File: src/rtl/multicycle_alu_pkg.sv
// Shared ALU operation codes and state encoding for the multicycle ALU.
package multicycle_alu_pkg;

    localparam logic [3:0] ALU_CTL_AND  = 4'd0;
    localparam logic [3:0] ALU_CTL_OR   = 4'd1;
    localparam logic [3:0] ALU_CTL_XOR  = 4'd2;
    localparam logic [3:0] ALU_CTL_NAND = 4'd3;
    localparam logic [3:0] ALU_CTL_NOR  = 4'd4;
    localparam logic [3:0] ALU_CTL_ADD  = 4'd5;
    localparam logic [3:0] ALU_CTL_SUB  = 4'd6;
    localparam logic [3:0] ALU_CTL_SLL  = 4'd7;
    localparam logic [3:0] ALU_CTL_SRL  = 4'd8;
    localparam logic [3:0] ALU_CTL_SRA  = 4'd9;
    localparam logic [3:0] ALU_CTL_MUL  = 4'd10;
    localparam logic [3:0] ALU_CTL_DIV  = 4'd11;

    typedef enum logic [1:0] {
        MALU_ST_IDLE = 2'd0,
        MALU_ST_BUSY = 2'd1,
        MALU_ST_DONE = 2'd2
    } malu_state_e;

endpackage

File: src/rtl/multicycle_alu_muldiv_iter.sv
// Iterative WIDTH-step engine: unsigned shift-add multiply and restoring divide.
module muldiv_iter #(
    parameter int unsigned WIDTH = 32
) (
    input  logic             clk_i,
    input  logic             rst_n_i,
    input  logic             start_i,
    input  logic             op_div_i,
    input  logic [WIDTH-1:0] op1_i,
    input  logic [WIDTH-1:0] op2_i,
    output logic             done_c,
    output logic [WIDTH-1:0] hi_c,
    output logic [WIDTH-1:0] lo_c
);

    localparam int unsigned CNT_W = $clog2(WIDTH + 1);

    logic             busy_q;
    logic             div_q;
    logic [CNT_W-1:0] cnt_q;
    logic [WIDTH-1:0] hi_q;
    logic [WIDTH-1:0] lo_q;
    logic [WIDTH-1:0] b_q;

    logic [WIDTH:0]   sum;
    logic [WIDTH:0]   shifted;
    logic [WIDTH:0]   diff;
    logic             q_bit;

    // One step of either algorithm; hi_c/lo_c are the accumulator after this step.
    always_comb begin
        sum     = {1'b0, hi_q} + (lo_q[0] ? {1'b0, b_q} : '0);
        shifted = {hi_q, lo_q[WIDTH-1]};
        diff    = shifted - {1'b0, b_q};
        q_bit   = ~diff[WIDTH];
        if (div_q) begin
            hi_c = q_bit ? diff[WIDTH-1:0] : shifted[WIDTH-1:0];
            lo_c = {lo_q[WIDTH-2:0], q_bit};
        end else begin
            hi_c = sum[WIDTH:1];
            lo_c = {sum[0], lo_q[WIDTH-1:1]};
        end
        done_c = busy_q && (cnt_q == CNT_W'(WIDTH - 1));
    end

    // Load operands on start, then advance one step per busy cycle.
    always_ff @(posedge clk_i or negedge rst_n_i) begin
        if (!rst_n_i) begin
            busy_q <= 1'b0;
            div_q  <= 1'b0;
            cnt_q  <= '0;
            hi_q   <= '0;
            lo_q   <= '0;
            b_q    <= '0;
        end else if (start_i) begin
            busy_q <= 1'b1;
            div_q  <= op_div_i;
            cnt_q  <= '0;
            hi_q   <= '0;
            lo_q   <= op_div_i ? op1_i : op2_i;
            b_q    <= op_div_i ? op2_i : op1_i;
        end else if (busy_q) begin
            hi_q <= hi_c;
            lo_q <= lo_c;
            if (done_c) begin
                busy_q <= 1'b0;
                cnt_q  <= '0;
            end else begin
                cnt_q <= cnt_q + CNT_W'(1);
            end
        end
    end

endmodule

File: src/rtl/multicycle_alu.sv
// Clocked ALU with valid/ready handshake; single-cycle logic/arith/shift, iterative MUL/DIV.
module multicycle_alu
    import multicycle_alu_pkg::*;
#(
    parameter int unsigned WIDTH = 32,
    parameter int unsigned CTL_W = 4
) (
    input  logic             clk_i,
    input  logic             rst_n_i,
    input  logic             Valid_i,
    output logic             Ready_o,
    input  logic [CTL_W-1:0] ALUCtl_i,
    input  logic [WIDTH-1:0] Op1_i,
    input  logic [WIDTH-1:0] Op2_i,
    output logic             Valid_o,
    input  logic             Ready_i,
    output logic [WIDTH-1:0] Res_o,
    output logic [WIDTH-1:0] ResHi_o,
    output logic             Zero_o,
    output logic             Err_o
);

    localparam int unsigned SHW = $clog2(WIDTH);

    malu_state_e      state_q;
    logic [SHW-1:0]   sh;
    logic [WIDTH-1:0] sc_res;
    logic             sc_legal;
    logic             is_mul;
    logic             is_div;
    logic             start;
    logic             eng_done_c;
    logic [WIDTH-1:0] eng_hi_c;
    logic [WIDTH-1:0] eng_lo_c;

    assign Ready_o = (state_q == MALU_ST_IDLE);
    assign start   = Ready_o && Valid_i && (is_mul || (is_div && (Op2_i != '0)));

    // Single-cycle datapath and operation decode.
    always_comb begin
        sh       = Op2_i[SHW-1:0];
        sc_res   = '0;
        sc_legal = 1'b1;
        is_mul   = 1'b0;
        is_div   = 1'b0;
        case (ALUCtl_i)
            CTL_W'(ALU_CTL_AND):  sc_res = Op1_i & Op2_i;
            CTL_W'(ALU_CTL_OR):   sc_res = Op1_i | Op2_i;
            CTL_W'(ALU_CTL_XOR):  sc_res = Op1_i ^ Op2_i;
            CTL_W'(ALU_CTL_NAND): sc_res = ~(Op1_i & Op2_i);
            CTL_W'(ALU_CTL_NOR):  sc_res = ~(Op1_i | Op2_i);
            CTL_W'(ALU_CTL_ADD):  sc_res = Op1_i + Op2_i;
            CTL_W'(ALU_CTL_SUB):  sc_res = Op1_i - Op2_i;
            CTL_W'(ALU_CTL_SLL):  sc_res = Op1_i << sh;
            CTL_W'(ALU_CTL_SRL):  sc_res = Op1_i >> sh;
            CTL_W'(ALU_CTL_SRA):  sc_res = WIDTH'($signed(Op1_i) >>> sh);
            CTL_W'(ALU_CTL_MUL):  is_mul = 1'b1;
            CTL_W'(ALU_CTL_DIV):  is_div = 1'b1;
            default:              sc_legal = 1'b0;
        endcase
    end

    muldiv_iter #(
        .WIDTH(WIDTH)
    ) u_muldiv_iter (
        .clk_i    (clk_i),
        .rst_n_i  (rst_n_i),
        .start_i  (start),
        .op_div_i (is_div),
        .op1_i    (Op1_i),
        .op2_i    (Op2_i),
        .done_c   (eng_done_c),
        .hi_c     (eng_hi_c),
        .lo_c     (eng_lo_c)
    );

    // Control FSM and result registers; results hold in DONE until consumed.
    always_ff @(posedge clk_i or negedge rst_n_i) begin
        if (!rst_n_i) begin
            state_q <= MALU_ST_IDLE;
            Valid_o <= 1'b0;
            Res_o   <= '0;
            ResHi_o <= '0;
            Zero_o  <= 1'b1;
            Err_o   <= 1'b0;
        end else begin
            case (state_q)
                MALU_ST_IDLE: begin
                    if (Valid_i) begin
                        if (start) begin
                            state_q <= MALU_ST_BUSY;
                        end else if (is_div) begin
                            state_q <= MALU_ST_DONE;
                            Valid_o <= 1'b1;
                            Res_o   <= '1;
                            ResHi_o <= Op1_i;
                            Zero_o  <= 1'b0;
                            Err_o   <= 1'b1;
                        end else begin
                            state_q <= MALU_ST_DONE;
                            Valid_o <= 1'b1;
                            Res_o   <= sc_res;
                            ResHi_o <= '0;
                            Zero_o  <= (sc_res == '0);
                            Err_o   <= ~sc_legal;
                        end
                    end
                end
                MALU_ST_BUSY: begin
                    if (eng_done_c) begin
                        state_q <= MALU_ST_DONE;
                        Valid_o <= 1'b1;
                        Res_o   <= eng_lo_c;
                        ResHi_o <= eng_hi_c;
                        Zero_o  <= (eng_lo_c == '0);
                        Err_o   <= 1'b0;
                    end
                end
                MALU_ST_DONE: begin
                    if (Ready_i) begin
                        state_q <= MALU_ST_IDLE;
                        Valid_o <= 1'b0;
                    end
                end
                default: state_q <= MALU_ST_IDLE;
            endcase
        end
    end

endmodule

File: config.mk
export PLATFORM = sky130hd
export DESIGN_NAME = multicycle_alu
export DESIGN_NICKNAME = d
export VERILOG_FILES = /design/src/rtl/multicycle_alu_pkg.sv /design/src/rtl/multicycle_alu_muldiv_iter.sv /design/src/rtl/multicycle_alu.sv
export SDC_FILE = /design/constraint.sdc
export NUM_CORES = 1
export LEC_CHECK = 0
export ABC_AREA = 1
export ABC_CLOCK_PERIOD_IN_PS = 5750
export CAP_MARGIN = 20
export CELL_PAD_IN_SITES_DETAIL_PLACEMENT = 1
export CELL_PAD_IN_SITES_GLOBAL_PLACEMENT = 2
export CORE_MARGIN = 4
export CORE_UTILIZATION = 30
export CTS_CLUSTER_DIAMETER = 200
export DETAILED_ROUTE_END_ITERATION = 12
export MAX_ROUTING_LAYER = met4
export PLACE_DENSITY = 0.85
export SLEW_MARGIN = 20
export SYNTH_ARGS = -nofsm -noshare
export SYNTH_HDL_FRONTEND = slang
export SYNTH_SLANG_ARGS = --single-unit
File: constraint.sdc
create_clock -name clk_i -period 5.75 [get_ports clk_i]
set_input_delay 1.15 -clock clk_i [delete_from_list [all_inputs] [get_ports clk_i]]
set_output_delay 1.15 -clock clk_i [all_outputs]
set_load 0.02 [all_outputs]
Word level (Yosys, flattened, before mapping) --
Index checks and enable logic that the tools add are counted.
Cells by class: add/sub/neg operators 5, equal/unequal tests 18, shift-type cells 3, muxes and demuxes 50, bitwise operators 7, reduce and logical (&&, ||, !) cells 17
Operators by type and width (count):
- 2-to-1 mux 32 bit | 18
- one-hot mux 32 bit (10 select lines) | 1
- one-hot mux 32 bit (2 select lines) | 2
- zero test 32 bit | 2
- inverter 32 bit | 2
- adder 32 x 33 -> 33 bit | 1
- subtractor 33 x 32 -> 33 bit | 1
- adder 32 bit | 1
- bitwise AND 32 bit | 1
- bitwise OR 32 bit | 1
- nonzero test 32 bit | 1
- << shifter 32 x 5 -> 32 bit | 1
- >> shifter 32 x 5 -> 32 bit | 1
- >>> shifter 32 x 5 -> 32 bit | 1
- subtractor 32 bit | 1
- bitwise XOR 32 bit | 1
- 2-to-1 mux 1 bit | 18
- 2-to-1 mux 6 bit | 3
- equality test 4 x 3 -> 1 bit (second input constant) | 4
- equality test 4 bit (second input constant) | 4
- OR reduction 12 bit | 1
- equality test 4 x 2 -> 1 bit (second input constant) | 2
- 2-to-1 mux 2 bit | 4
- inequality test 2 bit (second input constant) | 4
- other kinds (18) | 24
Storage, ports and cells: register bits after elaboration 173, input bits 72, output and inout bits 68, word-level logic and storage cells 112

Depth between registers and ports, before layout --
word-level depth 8, depth in mapped cells 32

Hierarchy --
A second synthesis with hierarchy kept.
Unflattened totals: cell total of the unflattened synthesis 4038, area total of the unflattened synthesis 23154.7 sq um
Modules (own cells, without submodules):
- multicycle_alu | times used 1, cells each 2248, area an instance 12356.9 sq um
- muldiv_iter | times used 1, cells each 1790, area an instance 10797.9 sq um

Worst setup path before layout --
Ideal clock, no wire load.
path type input port to flip-flop, start point input port Op2_i[1], end point register Zero_o, arrival time 4.966 ns, data required time 5.677 ns, path slack 0.711 ns, stages 27, path buffers 4, path through buf_2 -> inv_1 -> buf_2 -> buf_2 -> buf_2 -> ha_1 -> inv_1 -> nor3_4 -> nand2_1 -> nor3_1 -> nand4_1 -> nor4_1 -> a31oi_1 -> xor2_1 -> ha_1 -> a21oi_1 -> a21boi_0 -> nand2_1 -> a21oi_1 -> nand3_1 -> nand3_1 -> nand3_1 -> nor2_1 -> nand3_1 -> nor2_1 -> nand3_1 -> a21oi_1
Between the ends: cells in the longest elaborated chain, start to end 8, elaborated cells on any way between the ends 22, those cells by class 2 x add/sub; 1 x eq/ne; 3 x shift; 5 x mux; 5 x bitwise; 6 x reduce/logical
Ends and longest elaborated chain:
- start, declared | line multicycle_alu.sv:14 | input logic [WIDTH-1:0] Op2_i,
- branches (longest 8 deep; another with subtractor 32 bit)
- end signal, assigned | line multicycle_alu.sv:104 | Zero_o <= (sc_res == '0);
- end signal, assigned | line multicycle_alu.sv:115 | Zero_o <= (eng_lo_c == '0);
- end, declared | line multicycle_alu.sv:19 | output logic Zero_o,
Parallel ways; which one is timed is not known. The select of a mux whose other input is x is not followed. A chain may end at the register's enable or synchronous reset.

Final worst setup path --
start point input port Op2_i[0], end point register Zero_o
The elaborated chain is that of the path after synthesis.

==> impl_metrics.py <==
metrics = {
    "outcome": {
        "status": "completed",
    },
    "sta": {
        "clock_skew_ns": 0.01945,
        "setup_tns_ns": 0,
        "holdWs_ns": 0.4778,
        "max_freq_ghz": 0.1949,
        "fin_crit_ns": 5.131,
        "timing.final.crit_share": 0.8923,
        "setup_viol": 0,
        "rsz0062_at_grt": "no",
        "tightest_slew_ns": 1.079,
        "slew_headroom": 0.2801,
        "finalHoldViolations": 0,
        "drv_slew": 0,
    },
    "die": {
        "die_area_um2": 77260,
        "core_area_um2": 71850,
        "die-width_um": 278.0,
        "rows": 98,
        "start_util": 0.3043,
        "ios": 140,
        "die_h_um": 278.0,
    },
    "yosys": {
        "synth-seq-cells": 173,
        "async_reset_ff_frac": 1.000,
        "ys_top_cells_by_area": "nand2_1, dfrtp_1, nand3_1",
        "synth_flop_cell": "dfrtp_1",
        "synth_edf_count": 0,
        "yosys.cell_types.count": 52,
        "yosys_warnings": 0,
        "synth_top_area_cell": "nand2_1",
        "synth_common_cells": "nand2_1, nand3_1, inv_1",
        "synth_area_um2": 21860,
        "synth_fp_nets": 3991,
        "netlist.area_leader.share": 0.2179,
        "syn_inst": 3754,
        "synth-seq-area-share": 0.1981,
        "syn_area_per_cell_um2": 5.824,
        "synth.most_common_cell": "nand2_1",
    },
    "route": {
        "vias_per_cell": 5.512,
        "num_vias": 26580,
        "dr.pass1.iters": 6,
        "remaining_drc_errors": 0,
        "drt_iter0_markers": 2360,
        "drt-total-wl_mm": 114.6,
        "ant_nets": 0,
        "drt-wirelength-per-cell_um": 23.76,
    },
    "global_routing": {
        "grt_max_degree": 112,
        "grt_use_total": 0.2988,
        "grt_pass1_wl_mm": 171.0,
        "grt_overflow_total": 0,
        "grt_pass1_vias": 26600,
        "grt_antenna_before_repair": 1,
    },
    "critical_path": {
        "cp-end-kind": "flip-flop",
        "crit_slowest_cell": "clkdlybuf4s50_1",
        "cpPeakStageDelay_ns": 0.55,
        "cp.required_ns": 6.18,
        "criticalPathCategory": "in2reg",
        "path_buf_inv": 4,
        "cp_common_cell": "nand3_1",
        "crit_family": "simple AND/OR/NAND/NOR gates",
        "startpoint_type": "input port",
        "arrival_ns": 5.56,
        "path_max_fanout": 5,
    },
    "power": {
        "switchingPower_uw": 6851,
        "power_density_nw_per_um2": 479.1,
        "fin_total_pwr_uw": 12060,
        "ir_drop_mv": 0.2865,
        "comb_power_share": 0.702,
        "p_leak_uw": 0.01253,
        "swShare": 0.5681,
        "power_frac_seq": 0.197,
        "intPower_uw": 5209,
        "clockPowerShare": 0.101,
    },
    "cells_and_area": {
        "n_antenna_cell": 0,
        "area_growth_pct": 15.13,
        "layout.cells.non_filler": 4822,
        "drive_gt1_frac": 0.05010,
        "nNetsFinal": 4096,
    },
    "clock_tree": {
        "tritoncts": "yes",
        "clock_latency_ns": 0.50,
        "clock-sinks": 173,
        "cts-root-buf": "clkbuf_16",
        "cts_setup_buffers": 0,
        "path_clk_slew_ns": 0.08,
        "cts_resized": 0,
        "numCtsBuffers": 17,
        "cts_hold_buf": 0,
        "cts_buffer_depth": 2,
        "htree_levels": 4,
    },
    "flow_run": {
        "max_cap_viol_count": 0,
    },
    "hold_path": {
        "worstHoldPathType": "reg2reg",
    },
    "placement": {
        "dpl.hpwl_mm": 92.20,
        "post-place-cells": 4790,
        "routabilityCongestion": 1.101,
        "portBuffers": 139,
    },
}
## power groups by stage
stage          Combinational (µW)  Sequential (µW)  Clock (µW)
6_report                     8470             2370        1220
3_5_place_dp                 8370             2380           0
2_1_floorplan                5450             2400           0
3_3_place_gp                 8260             2370           0
5_1_grt                      9440             2450        1310
4_1_cts                      8420             2360        1250
## kinds of logic (layout without fill, tap and decap cells)
group,count (synthesis),in the layout,synth area share
adders and majority gates,165,165,0.09546
buffers and inverters,560,678,0.1019
and+or+nand+nor,2099,2099,0.4014
DFF,173,173,0.1981
xor gates and xnor gates,64,64,0.02564
AOI/OAI and AO/OA,693,693,0.1775
## cell usage in the layout (no fill, tap or decap), types with 12 or more instances in the layout
cell             netlist  routed
ha_1                 162     162
o22ai_1               17      17
a21o_1                17      17
nand3_1              433     433
a21oi_1              201     201
nor2_1               263     258
dfrtp_1              172     171
o211ai_1              23      23
a22oi_1               29      29
nand3b_1              12      12
clkbuf_16              0      17
buf_4                 12     108
nor4_1                22      22
o21ai_0              302     302
nand4_1               26      26
nand2_1             1269    1269
nor3_1                41      41
xor2_1                40      40
o21ai_1               28      28
xnor2_1               24      24
inv_1                391     390
o21bai_1              12      12
clkdlybuf4s50_1        0     135
## final cells by class
class,instances,area [µm²]
inverters,399,1500
clock buffers,17,425.4
repair buffers,247,2191
clock inverters,15,193.9
multi-input cells,3021,15340
fillers,9705,46680
well taps,950,1189
flip-flops and latches,173,4334
## per-layer routing
layer	global-route usage	wire length [µm]	up-vias
met1	0.3829	49930	12910
met2	0.4583	50090	888
li1	-	-	12570
met5	-	0	-
met4	0.1638	7965	0
met3	0.03792	6604	213
## sequential cells by signal, indices dropped and copies added (netlist names)
name and cells:
Err_o 1, ResHi_o 32, Res_o 32, Valid_o 1, Zero_o 1, state_q 2
u_muldiv_iter.b_q 32, u_muldiv_iter.busy_q 1, u_muldiv_iter.cnt_q 6, u_muldiv_iter.div_q 1, u_muldiv_iter.hi_q 32, u_muldiv_iter.lo_q 32
## worst register-to-register path, delay by kind of cell (launching register included)
family / cells / cell delay (ns)
adders and majority gates: 2 / 0.62
AOI/OAI and AO/OA: 2 / 0.37
and+or+nand+nor: 13 / 1.80
buffers and inverters: 3 / 0.66
DFF: 1 / 0.37
## metrics by stage
step                setup WS (ns)  cell area, µm²    util
finish                     0.6193           25170  0.3503
global route              0.03822           25170  0.3503
CTS                        0.6052           25170  0.3503
detailed placement         0.1011           24550  0.3417
global placement           0.2260           24550  0.3417
floorplan                  0.7106           21860       -
## path summary, 6_finish.rpt
check	startpoint	cells after the start	end	slack (ns)
setup / recovery	Op2_i[0]	25	Zero_o	0.62
hold / removal	ResHi_o[10]	2	ResHi_o[10]	0.48
setup reg to reg	u_muldiv_iter.lo_q[31]	20	ResHi_o[18]	1.84
hold reg to reg	ResHi_o[10]	2	ResHi_o[10]	0.48
max in group asynchronous	rst_n_i	2	ResHi_o[2]	3.94
min in group asynchronous	rst_n_i	1	ResHi_o[25]	0.76
No activity file was read; power rests on OpenSTA's default activity.
